$ cat src/rtl/sal_req_arbiter_pkg.sv
// Shared constants and helpers for the SAL request arbiter and its queues.
package sal_req_arbiter_pkg;

  localparam int SAL_NUM_REQ    = 4;
  localparam int SAL_DATA_WIDTH = 32;
  localparam int SAL_MAX_BURST  = 4;
  localparam int SAL_BURST_W    = 4;

  // Width of a requester index; never narrower than one bit.
  function automatic int sal_id_width(input int num_req);
    return (num_req > 1) ? $clog2(num_req) : 1;
  endfunction

endpackage

$ cat src/rtl/sal_req_arbiter_fifo.sv
// Per-requester queue: registered full/empty, a pushed entry becomes poppable one cycle after it lands.
module sal_fifo
  import sal_req_arbiter_pkg::*;
#(
  parameter int WIDTH     = SAL_DATA_WIDTH,
  parameter int DEPTH_LG2 = 2
) (
  input  logic             clk,
  input  logic             rst_n,
  input  logic             push_i,
  input  logic [WIDTH-1:0] data_i,
  input  logic             pop_i,
  output logic [WIDTH-1:0] data_o,
  output logic             empty_o,
  output logic             full_o
);

  localparam int DEPTH = 1 << DEPTH_LG2;
  localparam logic [DEPTH_LG2:0]   CNT_ONE  = (DEPTH_LG2 + 1)'(1);
  localparam logic [DEPTH_LG2:0]   CNT_FULL = (DEPTH_LG2 + 1)'(DEPTH);
  localparam logic [DEPTH_LG2-1:0] PTR_ONE  = DEPTH_LG2'(1);

  logic [WIDTH-1:0]     mem_q [DEPTH];
  logic [DEPTH_LG2-1:0] wr_ptr_q, rd_ptr_q;
  logic [DEPTH_LG2:0]   count_q, count_d;
  logic                 empty_q, full_q;
  logic                 push, pop;

  assign push = push_i & ~full_q;
  assign pop  = pop_i & ~empty_q;

  always_comb begin
    count_d = count_q;
    if (push && !pop) begin
      count_d = count_q + CNT_ONE;
    end else if (pop && !push) begin
      count_d = count_q - CNT_ONE;
    end
  end

  always_ff @(posedge clk) begin
    if (!rst_n) begin
      wr_ptr_q <= '0;
      rd_ptr_q <= '0;
      count_q  <= '0;
      empty_q  <= 1'b1;
      full_q   <= 1'b0;
    end else begin
      if (push) wr_ptr_q <= wr_ptr_q + PTR_ONE;
      if (pop)  rd_ptr_q <= rd_ptr_q + PTR_ONE;
      count_q <= count_d;
      // The entry written on this edge stays hidden until the next one.
      empty_q <= (count_d == {{DEPTH_LG2{1'b0}}, push});
      full_q  <= (count_d == CNT_FULL);
    end
  end

  always_ff @(posedge clk) begin
    if (push) mem_q[wr_ptr_q] <= data_i;
  end

  assign data_o  = mem_q[rd_ptr_q];
  assign empty_o = empty_q;
  assign full_o  = full_q;

endmodule

$ cat src/rtl/sal_req_arbiter.sv
// Round-robin request arbiter with bounded bursts, per-requester queues and a registered grant stage.
module sal_req_arbiter
  import sal_req_arbiter_pkg::*;
#(
  parameter int NUM_REQ    = SAL_NUM_REQ,
  parameter int DATA_WIDTH = SAL_DATA_WIDTH,
  parameter int DEPTH_LG2  = 2,
  parameter int MAX_BURST  = SAL_MAX_BURST,
  localparam int ID_W      = sal_id_width(NUM_REQ)
) (
  input  logic                          clk,
  input  logic                          rst_n,
  input  logic [NUM_REQ-1:0]            req_valid_i,
  output logic [NUM_REQ-1:0]            req_ready_o,
  input  logic [NUM_REQ*DATA_WIDTH-1:0] req_data_i,
  output logic                          gnt_valid_o,
  input  logic                          gnt_ready_i,
  output logic [DATA_WIDTH-1:0]         gnt_data_o,
  output logic [ID_W-1:0]               gnt_id_o
);

  localparam logic [SAL_BURST_W-1:0] BURST_MAX = SAL_BURST_W'(MAX_BURST);
  localparam logic [SAL_BURST_W-1:0] BURST_ONE = SAL_BURST_W'(1);
  localparam logic [ID_W-1:0]        LAST_RST  = ID_W'(NUM_REQ - 1);

  logic [NUM_REQ-1:0]    empty, full, pop, eligible;
  logic [DATA_WIDTH-1:0] head [NUM_REQ];
  logic                  load, any_elig, keep;
  logic [ID_W-1:0]       winner, cand;
  int                    idx;

  logic                   gnt_valid_q, gnt_valid_d;
  logic [DATA_WIDTH-1:0]  gnt_data_q, gnt_data_d;
  logic [ID_W-1:0]        gnt_id_q, gnt_id_d;
  logic [ID_W-1:0]        last_id_q, last_id_d;
  logic [SAL_BURST_W-1:0] burst_q, burst_d;

  for (genvar i = 0; i < NUM_REQ; i++) begin : g_fifo
    sal_fifo #(
      .WIDTH     (DATA_WIDTH),
      .DEPTH_LG2 (DEPTH_LG2)
    ) u_fifo (
      .clk     (clk),
      .rst_n   (rst_n),
      .push_i  (req_valid_i[i]),
      .data_i  (req_data_i[i*DATA_WIDTH +: DATA_WIDTH]),
      .pop_i   (pop[i]),
      .data_o  (head[i]),
      .empty_o (empty[i]),
      .full_o  (full[i])
    );
  end

  assign req_ready_o = ~full;
  assign eligible    = ~empty;
  assign any_elig    = |eligible;
  assign load        = ~gnt_valid_q | gnt_ready_i;

  // Descending scan so the nearest index after last_id is assigned last and wins.
  always_comb begin
    keep   = eligible[last_id_q] && (burst_q != '0) && (burst_q < BURST_MAX);
    winner = last_id_q;
    idx    = 0;
    cand   = '0;
    if (!keep) begin
      for (int k = NUM_REQ; k >= 1; k--) begin
        idx  = (int'(last_id_q) + k) % NUM_REQ;
        cand = ID_W'(idx);
        if (eligible[cand]) winner = cand;
      end
    end
  end

  always_comb begin
    gnt_valid_d = gnt_valid_q;
    gnt_data_d  = gnt_data_q;
    gnt_id_d    = gnt_id_q;
    last_id_d   = last_id_q;
    burst_d     = burst_q;
    pop         = '0;
    if (load) begin
      gnt_valid_d = any_elig;
      if (any_elig) begin
        pop[winner] = 1'b1;
        gnt_data_d  = head[winner];
        gnt_id_d    = winner;
        if (winner == last_id_q) begin
          if (burst_q < BURST_MAX) burst_d = burst_q + BURST_ONE;
        end else begin
          burst_d   = BURST_ONE;
          last_id_d = winner;
        end
      end
    end
  end

  always_ff @(posedge clk) begin
    if (!rst_n) begin
      gnt_valid_q <= 1'b0;
      gnt_data_q  <= '0;
      gnt_id_q    <= '0;
      last_id_q   <= LAST_RST;
      burst_q     <= '0;
    end else begin
      gnt_valid_q <= gnt_valid_d;
      gnt_data_q  <= gnt_data_d;
      gnt_id_q    <= gnt_id_d;
      last_id_q   <= last_id_d;
      burst_q     <= burst_d;
    end
  end

  assign gnt_valid_o = gnt_valid_q;
  assign gnt_data_o  = gnt_data_q;
  assign gnt_id_o    = gnt_id_q;

endmodule

$ cat config.mk
export PLATFORM = sky130hd
export DESIGN_NAME = sal_req_arbiter
export DESIGN_NICKNAME = d
export VERILOG_FILES = /design/src/rtl/sal_req_arbiter_pkg.sv /design/src/rtl/sal_req_arbiter_fifo.sv /design/src/rtl/sal_req_arbiter.sv
export SDC_FILE = /design/constraint.sdc
export NUM_CORES = 1
export LEC_CHECK = 0
export BUFFER_PORTS_ARGS = -buffer_cell sky130_fd_sc_hd__buf_2
export CAP_MARGIN = 20
export CORE_UTILIZATION = 60
export DETAILED_ROUTE_END_ITERATION = 12
export PLACE_DENSITY = 0.8
export SETUP_SLACK_MARGIN = 0.1
export SLEW_MARGIN = 30
export SYNTH_ARGS = -nofsm -noshare
export SYNTH_HDL_FRONTEND = slang
export SYNTH_SLANG_ARGS = --single-unit
$ cat constraint.sdc
create_clock -name clk -period 7.23 [get_ports clk]
set_input_delay 0 -clock clk [delete_from_list [all_inputs] [get_ports clk]]
set_output_delay 0 -clock clk [all_outputs]
set_load 0.02 [all_outputs]
Word level (Yosys, flattened, before mapping)

Memories as Yosys holds them, arrays and structs flattened. A register that Yosys moved wholly into a read port is not among the register bits.
Cells that the tools add are included.

Flip-flop bits (word level): 77
Memory bits (writable): 512
Input bits: 135
Output and inout bits: 39
Logic and storage cells: 163
Memories: 4

Add/subtract/negate cells: 21
$lt $le $gt $ge: 9
Equal/unequal tests: 10
Muxes and demuxes: 48
Bitwise operators: 22
Reductions and logical operators: 24

Memories:

| memory                 | depth | width | read ports | clocked after memory_dff | write ports | RTL line                   | RTL |
|---|---|---|---|---|---|---|---|
| g_fifo[0].u_fifo.mem_q | 4     | 32    | 1          | 1                        | 1           | sal_req_arbiter_fifo.sv:23 | `logic [WIDTH-1:0] mem_q [DEPTH];` |
| g_fifo[1].u_fifo.mem_q | 4     | 32    | 1          | 1                        | 1           | sal_req_arbiter_fifo.sv:23 |  |
| g_fifo[2].u_fifo.mem_q | 4     | 32    | 1          | 1                        | 1           | sal_req_arbiter_fifo.sv:23 |  |
| g_fifo[3].u_fifo.mem_q | 4     | 32    | 1          | 1                        | 1           | sal_req_arbiter_fifo.sv:23 |  |

Operator list:

| cell                                                        | number |
|---|---|
| binary-select mux 32 bit (select 2 bit)                     | 1 |
| 2-to-1 mux 32 bit                                           | 2 |
| 2-to-1 mux 2 bit                                            | 13 |
| 2-to-1 mux 3 bit                                            | 8 |
| adder 2 x 1 -> 2 bit (second input constant)                | 10 |
| less-than comparator 2 x 3 -> 1 bit (second input constant) | 6 |
| 2-to-1 mux 4 bit                                            | 4 |
| 2-to-1 mux 1 bit                                            | 14 |
| adder 3 x 1 -> 3 bit (second input constant)                | 4 |
| equality test 3 x 1 -> 1 bit                                | 4 |
| equality test 3 bit (second input constant)                 | 4 |
| subtractor 3 x 1 -> 3 bit (second input constant)           | 4 |
| logical AND 1 bit                                           | 11 |
| binary-select mux 1 bit (select 2 bit)                      | 5 |
| inverter 1 bit                                              | 10 |
| AND 1 bit                                                   | 8 |
| zero test 1 bit                                             | 8 |
| inverter 4 bit                                              | 2 |
| AND reduction 3 bit                                         | 2 |
| adder 2 bit (second input constant)                         | 2 |
| adder 4 x 1 -> 4 bit (second input constant)                | 1 |
| less-than comparator 4 x 3 -> 1 bit (second input constant) | 1 |
| nonzero test 4 bit                                          | 1 |
| OR reduction 4 bit                                          | 1 |
| 8 further kinds                                             | 8 |

Longest topological paths before layout

Gate-level depths: netlist (run 1).

Word-level depth: 19
Gate-level depth with buffers: 11
Gate-level depth less buffers: 9

By module

A second synthesis (run 1) with hierarchy kept.

Cell total of the unflattened synthesis: 1237
Area total of the unflattened synthesis: 23543.8 sq um

By module, submodules not included:

| module                          | instances | cells an instance | area each (sq um) | sequential area each (sq um) |
|---|---|---|---|---|
| sal_fifo (g_fifo[1].u_fifo ...) | 3         | 231               | 5225.0            | 4063.9 |
| sal_fifo (g_fifo[0].u_fifo)     | 1         | 232               | 5227.5            | 4063.9 |
| sal_req_arbiter                 | 1         | 312               | 2641.3            | 820.8 |

Worst setup path after synthesis (run 1)

No wires, ideal clock.

Kind: reg2reg
From: register burst_q[0]
To: register g_fifo[3].u_fifo.empty_q
Library setup time: 0.070 ns
Arrival: 2.569 ns
Data required time: 7.160 ns
Slack: 4.590 ns
Stages on the path, launching flop included: 9
Path buffers: 0
Period minus slack after synthesis: 2.640 ns
Cell sequence: dfxtp_1 > inv_1 > ha_1 > or4b_1 > o22ai_2 > o21ai_0 > mux2i_2 > mux4_2 > a21oi_1

Cells in the longest elaborated chain, start to end: 15
Elaborated cells on any way between the ends: 19

RTL lines:

| element                                                                                                          | RTL line                                               | RTL |
|---|---|---|
| from (decl)                                                                                                      | sal_req_arbiter.sv:36                                  | `logic [SAL_BURST_W-1:0] burst_q, burst_d;` |
| from (signal assigned)                                                                                           | sal_req_arbiter.sv:109                                 | `burst_q <= burst_d;` |
| branches (longest 2 deep; another with less-than comparator 4 x 3 -> 1 bit)                                      | -                                                      |  |
| logical AND 1 bit *                                                                                              | sal_req_arbiter.sv:61                                  | `keep = eligible[last_id_q] && (burst_q != '0) && (burst_q < BURST_MAX);` |
| 2-to-1 mux 2 bit *                                                                                               | sal_req_arbiter.sv:65                                  | `if (!keep) begin` |
| less-than comparator 2 x 3 -> 1 bit (not written as such) / >= comparator 2 x 1 -> 1 bit (equally long branches) | sal_req_arbiter.sv:84                                  | `pop[winner] = 1'b1;` |
| logical AND 1 bit (not written as such)                                                                          | sal_req_arbiter.sv:84                                  |  |
| 2-to-1 mux 1 bit (not written as such)                                                                           | sal_req_arbiter.sv:84                                  |  |
| demux 1 bit (select 2 bit) *                                                                                     | sal_req_arbiter.sv:84                                  |  |
| 2-to-1 mux 4 bit *                                                                                               | sal_req_arbiter.sv:83                                  | `if (any_elig) begin` |
| 2-to-1 mux 4 bit *                                                                                               | sal_req_arbiter.sv:81                                  | `if (load) begin` |
| AND 1 bit *                                                                                                      | sal_req_arbiter_fifo.sv:30                             | `assign pop = pop_i & ~empty_q;` |
| logical AND 1 bit / zero test 1 bit (equally long branches)                                                      | sal_req_arbiter_fifo.sv:36, sal_req_arbiter_fifo.sv:34 |  |
| 2-to-1 mux 3 bit / logical AND 1 bit (equally long branches)                                                     | sal_req_arbiter_fifo.sv:36, sal_req_arbiter_fifo.sv:34 |  |
| 2-to-1 mux 3 bit *                                                                                               | sal_req_arbiter_fifo.sv:34                             | `if (push && !pop) begin` |
| equality test 3 x 1 -> 1 bit *                                                                                   | sal_req_arbiter_fifo.sv:53                             | `empty_q <= (count_d == {{DEPTH_LG2{1'b0}}, push});` |
| to (signal assigned)                                                                                             | sal_req_arbiter_fifo.sv:53                             |  |
| to (decl)                                                                                                        | sal_req_arbiter_fifo.sv:26                             | `logic empty_q, full_q;` |

Mark *: on every way between the ends.
A chain may end at the register's enable or synchronous reset.

Worst setup path in the final report (run 1)

From: register last_id_q[0]
To: register gnt_data_q[4], in the netlist gnt_data_o[4]

Cells in the longest elaborated chain, start to end: 12
Elaborated cells on any way between the ends: 25

RTL lines:

| element                                                 | RTL line               | RTL |
|---|---|---|
| from (decl)                                             | sal_req_arbiter.sv:35  | `logic [ID_W-1:0] last_id_q, last_id_d;` |
| from (signal assigned)                                  | sal_req_arbiter.sv:108 | `last_id_q <= last_id_d;` |
| adder 2 x 1 -> 2 bit                                    | sal_req_arbiter.sv:67  | `idx = (int'(last_id_q) + k) % NUM_REQ;` |
| binary-select mux 1 bit (select 2 bit)                  | sal_req_arbiter.sv:69  | `if (eligible[cand]) winner = cand;` |
| 2-to-1 mux 1 bit (not written as such)                  | sal_req_arbiter.sv:69  |  |
| 2-to-1 mux 2 bit (4 in series)                          | sal_req_arbiter.sv:69  |  |
| 2-to-1 mux 2 bit *                                      | sal_req_arbiter.sv:65  |  |
| inverter 2 -> 3 bit (not written as such) *             | sal_req_arbiter.sv:85  | `gnt_data_d = head[winner];` |
| binary-select mux 32 bit (select 2 bit) *               | sal_req_arbiter.sv:85  |  |
| 2-to-1 mux 32 bit (not written as such) * (2 in series) | sal_req_arbiter.sv:85  |  |
| to (signal assigned)                                    | sal_req_arbiter.sv:106 | `gnt_data_q <= gnt_data_d;` |
| to (decl)                                               | sal_req_arbiter.sv:33  | `logic [DATA_WIDTH-1:0] gnt_data_q, gnt_data_d;` |

Mark *: on every way between the ends. The rest lies on a longest branch, timed or not. The select of a mux whose other input is x is not followed.

==> metrics, run 1 <==
outcome finished, final reports clean; Max Root-Sink Buffers 3; Synth Area in Compound Gates roughly 4.4%; Yosys Warn Count 0; Final Critical Period 3.57 ns; mux share of post-synthesis cell area 13.3%; max-cap viol count 0; area share of and/or/nand/nor cells after synthesis 5.33%; share of power burned in the clock network 27.5%; DP HPWL approximately 34000 um; Sw Pwr 3.42 mW; max frequency 280 MHz; share of cells above drive strength 1 25.9%; final hold violation count 0; Post-Syn Nets 1481; row cnt 71; final period utilization 49.4%; Pwr Total 10.3 mW; Final ANT Viol Nets 0; # IOs 174; unrepaired setup endpoints after global routing no; Pre-Repair DR Iteration Count 6; Leak 9.88 nW; xor and xnor area share after synthesis 0.788%; CP arrival 4.11 ns; area of the die ~0.040 mm2; CTS buffer count between 50 and 60; CP max-delay cell dfxtp_1; largest area contributor in the netlist edfxtp_1; largest net degree at the start of global routing 66; DR WL/cell ~25 um; PortBufs roughly 170; data required time of the worst path between 7 and 8 ns; critical path fanouts, max 65; initial cell density of the core 61.5%; Seq/Total Area, Yosys 73.1%; first-pass GRT wire length approximately 81000 um; initial antenna violation count 3; Synth cell types 64; number of global-route vias before repair 13304; final wirelength between 50000 and 60000 um; share of the synthesized area in the top cell type 65.9%; mean area per synthesized cell 17.7 um2; CP Launch Type flop; mapped cell area ~0.023 mm2; final net count 1810; Worst VDD drop between 0.0003 and 0.0004 V; clock slew at reported path FFs 0.07 ns; Slew Limit Fails 0; dpl cells 1968; placer's final routability congestion estimate 0.846; CTS tree yes; Gate power share 30.2%; adder-cell share of the synthesized area 1.44%; Vias 13207; asr flop ratio synth 0%; most frequent cells after synthesis edfxtp_1, nand2_1, mux4_2; worst slew pin tran 0.805 ns; CTS Root Buffer Type clkbuf_16; Post-synth top flop edfxtp_1; Total GRT Usage 28.7%; clk_lat worst skew 0.62 ns; CP peak stage delay ~0.84 ns; CTS H-tree depth 2; share of power burned in registers 42.3%; CP most frequent cell a211o_1; Die X approximately 200 um; crit-path cells mux2_2 -> o41ai_4 -> a211o_1 -> xnor2_2 -> buf_4 -> nand2_1 -> a21oi_1 -> a211o_1; clk sinks 597; Worst setup EP type flop; Overflow after GRT 0; initial DRC count between 1000 and 1500; Layout Cells excl Fill 2209; Synth area leaders edfxtp_1, mux4_2, dfxtp_1, nand2_1, a21oi_1; synthesis-stage register bit count 597; Core ar. 0.0379 mm2; crit path kind reg -> reg; P per Cell Area 367 mW/mm2; Area growth syn-to-layout 19.8%; Post-route DRC 0; main combinational cell family by area after synthesis multiplexers; setup TNS 0 ns; EDFF count, synth between 500 and 600; Final Skew 0.0271 ns; most frequent cell after synthesis edfxtp_1; Hold Crit Class in -> reg; Internal Pwr Total about 6.9 mW; Switching Fraction approximately 33%; Worst slew margin 46.2%; cell count after synthesis 1320; Die Ht 199 um; routed vias/inst 5.98; setup violators final 0
-- power by group through the flow --
stage / sequential, mW / clock [mW] / combinational, mW
global placement: 4.38 / 0 / 2.93
global route: 4.38 / 2.99 / 3.34
detailed placement: 4.41 / 0 / 2.99
floorplan: 4.39 / 0 / 2.03
CTS: 4.35 / 2.85 / 3.09
finish: 4.35 / 2.83 / 3.10
-- critical path, delay by kind of cell, from the launching register on --
family                 cells  cell delay, ns
AO/OA/AOI/OAI              4            1.24
XOR/XNOR                   1            0.13
buffers and inverters      1            0.60
flip-flops                 1            0.84
multiplexers               1            0.45
AND/OR/NAND/NOR            1            0.19
-- registers in the layout, summed over array words and instances (netlist names), named ones only --
register                flops
g_fifo.u_fifo.rd_ptr_q      8
g_fifo.u_fifo.full_o        4
g_fifo.u_fifo.mem_q       512
gnt_id_o                    2
g_fifo.u_fifo.empty_o       4
last_id_q                   2
gnt_data_o                 32
g_fifo.u_fifo.count_q      12
burst_q                     4
gnt_valid_o                 1
g_fifo.u_fifo.wr_ptr_q      8
-- worst paths after layout --
kind | from | endpoint | slack, ns | cells after the start
worst max-delay path | last_id_q[0]$_SDFFE_PN1P_ | gnt_data_o[4]$_SDFFE_PN0P_ | 3.66 | 8
worst min-delay path | req_data_i[19] | g_fifo[0].u_fifo.mem_q[1][19]$_DFFE_PP_ | 0.13 | 2
worst max register to register | last_id_q[0]$_SDFFE_PN1P_ | gnt_data_o[4]$_SDFFE_PN0P_ | 3.66 | 8
worst min register to register | gnt_data_o[22]$_SDFFE_PN0P_ | gnt_data_o[22]$_SDFFE_PN0P_ | 0.47 | 1
-- cells in the final DEF, fill, tap and decap left out, drive strengths merged, types with 4 or more instances in the layout --
cell type	count
nor3	14
a21oi	74
ha	26
xnor2	15
nand2b	5
and2	20
nand4	4
nor4	5
inv	31
nor2b	5
a211o	33
dlygate4sd3	134
nor2	38
a211oi	5
mux2i	14
dfxtp	85
mux4	129
clkinv	23
clkbuf	75
edfxtp	512
nand3	12
nand2	164
o21ai	14
buf	205
xor2	6
-- logic make-up after synthesis --
| logic type | count (synthesis) |
|---|---|
| and+or+nand+nor | 280 |
| muxes | 145 |
| AOI/OAI and AO/OA | 153 |
| xor gates and xnor gates | 21 |
| adders and majority gates | 27 |
| DFF | 597 |
| buffers and inverters | 97 |
-- per-layer routing --
layer | track usage, % | vias up | routed length (um)
li1 | - | 5830 | -
met1 | 36.4 | 6625 | 20000
met2 | 48.3 | 650 | 28000
met3 | 7.07 | 98 | 5580
met4 | 10.3 | 4 | 1740
met5 | 0 | - | 26
-- stage by stage --
step	setup slack, ns	cell area [um2]	hold slack, ns	utilization, %
final	3.66	28000	0.132	73.7
after floorplan	4.59	23300	0.0989	-
after detailed placement	3.74	24800	0.214	65.5
after global routing	3.45	28000	0.135	73.7
after global placement	3.65	24800	0.208	65.5
after CTS	3.72	28000	0.106	73.7
-- area by class of cell --
cell class              count  area (um2)
repair buffers            339        2450
clock buffers              75        1550
well taps                 511         639
flip-flops and latches    597       17100
multi-input cells         626        5910
inverters                  29         109
diodes                      2        5.00
fillers                  2218        9960
clock inverters            30         221
-- timing repair --
action,CTS,global route
buffers inserted,0,0
hold buffers,134,0
gates resized for setup,0,0
setup endpoints to repair,0,0
endpoints found under the hold margin,538,0
Power figures use the tool's default switching activity.
==> inputs of run 2 (changes only) <==
Clock period 7.23 ns to 3.65 ns, I/O delays scaled along.
==> run 2 against run 1 <==
Compared with the run above:
- sequential share of layout area fell by 0.67 points
- via count rose by 3.1%
- critical endpoint is now g_fifo[3].u_fifo.empty_o$_SDFF_PN1_
- fmax rose by 17%
- die area did not move
- cell count rose by 0.81%
- final area rose by 1.1%
- worst setup slack got worse by 3.1 ns
- clock power rose by 120%
- combinational power rose by 110%
- wire length rose by 4.7%
- global-route usage rose by 1.1 points
==> metrics, run 2 (synthesized netlist as in run 1, its figures left out) <==
setup TNS 0 ns; final net count around 1800; CTS Root Buffer Type clkbuf_16; P per Cell Area 751 mW/mm2; Total GRT Usage 29.8%; crit-path cells inv_1 -> ha_1 -> or4b_1 -> o22ai_2 -> o21ai_0 -> mux2i_2 -> mux4_2 -> a21oi_1; commonest non-fill, non-tap cell in the layout edfxtp_1; critical path startpoint burst_q[0]$_SDFFE_PN0P_; Core ar. 0.0379 mm2; largest net degree at the start of global routing 43; worst slew pin tran 0.902 ns; clock slew at reported path FFs approximately 0.070 ns; postcts setup bufs 0; clk sinks ~600; outcome finished, final reports clean; share of cells above drive strength 1 26.5%; critical path capture point g_fifo[3].u_fifo.empty_o$_SDFF_PN1_; unrepaired setup endpoints after global routing no; Stages on worst setup path 8; Area growth syn-to-layout 21.1%; placer's final routability congestion estimate about 0.9; CP delay by family, top multiplexers; CP peak stage delay 0.59 ns; r2r startpoint burst_q[0]$_SDFFE_PN0P_; Worst setup EP type flop; PortBufs 173; FF-to-FF path depth 8; Die Ht 199 um; routed vias/inst between 6 and 7; critical path fanouts, max 9; crit path kind reg -> reg; Largest Register g_fifo.u_fifo.mem_q; # IOs between 150 and 200; max-cap viol count 0; number of global-route vias before repair 13608; final wirelength 58000 um; Final Critical Period 3.05 ns; CTS buffer count 56; worst path bufs/invs 1; row cnt 71; final period utilization between 80% and 90%; area of the die 0.0397 mm2; Post-route DRC 0; R2R Setup Slk 0.60 ns; Overflow after GRT 0; initial DRC count 1517; initial antenna violation count 7; commonest non-fill, non-tap cells in the layout edfxtp_1, buf_2, nand2_1; CP Launch Type flop; CP arrival 3.57 ns; Final Skew 0.0135 ns; hold path startpoint req_data_i[15]; final hold violation count 0; Worst VDD drop 0.000631 V; DP HPWL 36000 um; Pre-Repair DR Iteration Count 5; data required time of the worst path between 4 and 5 ns; max reg flops 512; DR WL/cell 26.0 um; Die X 199 um; Final ANT Viol Nets 0; Slew Limit Fails 0; Hold Crit Class in -> reg; Worst slew margin approximately two fifths; first-pass GRT wire length 84200 um; Max Root-Sink Buffers 3; CTS tree yes; RR Endpoint g_fifo[3].u_fifo.empty_o$_SDFF_PN1_; Leak approximately 10 nW; CP max-delay cell mux4_2; Pwr Total 21.2 mW; CTS H-tree depth 2; max frequency 328 MHz; setup violators final 0; initial cell density of the core 61.5%; Vias roughly 14000; clk_lat worst skew 0.62 ns
run 2: changes by cell type in the layout (fill, tap and decap cells not counted), moves of 2 or more:
cell       previous run  this run
buf_12                0         2
clkbuf_1             12        10
clkinv_4              4         0
diode_2               2         6
buf_4                32        43
bufinv_16             2         8
run 2: routing by layer:
layer,vias up,global-route usage (%),share of wire (%)
met2,816,49.2,50
met1,6789,37.7,36
met3,146,8.61,11
met5,-,0,0.059
met4,6,10.6,3.4
li1,5864,-,-
run 2: report_power, final:
part | internal, mW | leakage [nW] | total (mW) | switching, mW
clock | 3.60 | 0.953 | 6.11 | 2.51
sequential | 8.20 | 5.40 | 8.74 | 0.543
combinational | 2.48 | 3.69 | 6.40 | 3.92
run 2: through the flow:
stage / instance area, um2 / setup slack [ns] / instances / hold WS, ns / util [%]
2_1_floorplan: 23300 / 1.01 / 1320 / 0.0989 / -
3_3_place_gp: 25000 / 0.699 / 1981 / 0.210 / 65.8
3_5_place_dp: 25000 / 0.620 / 1981 / 0.216 / 65.8
4_1_cts: 28300 / 0.572 / 2221 / 0.118 / 74.5
5_1_grt: 28300 / 0.446 / 2225 / 0.143 / 74.5
6_report: 28300 / 0.604 / 2227 / 0.135 / 74.6
run 2: repair_timing:
item / 4_1_cts / 5_1_grt
setup endpoints to repair: 0 / 0
endpoints found under the hold margin: 537 / 0
hold buffers: 134 / 0
resized for setup: 0 / 0
run 2: cell type report:
type                       count  area [um2]
fill                        2168        9650
clock inverter                32         375
antenna                        6        15.0
clock buffer                  74        1570
inverter                      29         109
sequential                   597       17100
multi-input combinational    626        5920
tap                          511         639
timing repair buffer         352        2570
run 2: worst min path at each step:
| stage | endpoint | slack [ns] | cells past startpoint |
|---|---|---|---|
| after floorplan | g_fifo[0].u_fifo.mem_q[0][0]$_DFFE_PP_ | 0.1 | 0 |
| after global placement | g_fifo[0].u_fifo.mem_q[1][6]$_DFFE_PP_ | 0.21 | 1 |
| after detailed placement | g_fifo[1].u_fifo.mem_q[2][19]$_DFFE_PP_ | 0.22 | 1 |
| after global routing | g_fifo[3].u_fifo.mem_q[1][8]$_DFFE_PP_ | 0.14 | 2 |
| after CTS | g_fifo[0].u_fifo.mem_q[3][7]$_DFFE_PP_ | 0.12 | 2 |
| final | g_fifo[0].u_fifo.mem_q[3][15]$_DFFE_PP_ | 0.13 | 2 |
run 2: worst register-to-register path, cell delays in order, from the launching register on:
cell and delay [ns]:
dfxtp_1 0.37, inv_1 0.06, ha_1 0.24, or4b_1 0.50, o22ai_2 0.33, o21ai_0 0.16
mux2i_2 0.52, mux4_2 0.59, a21oi_1 0.20
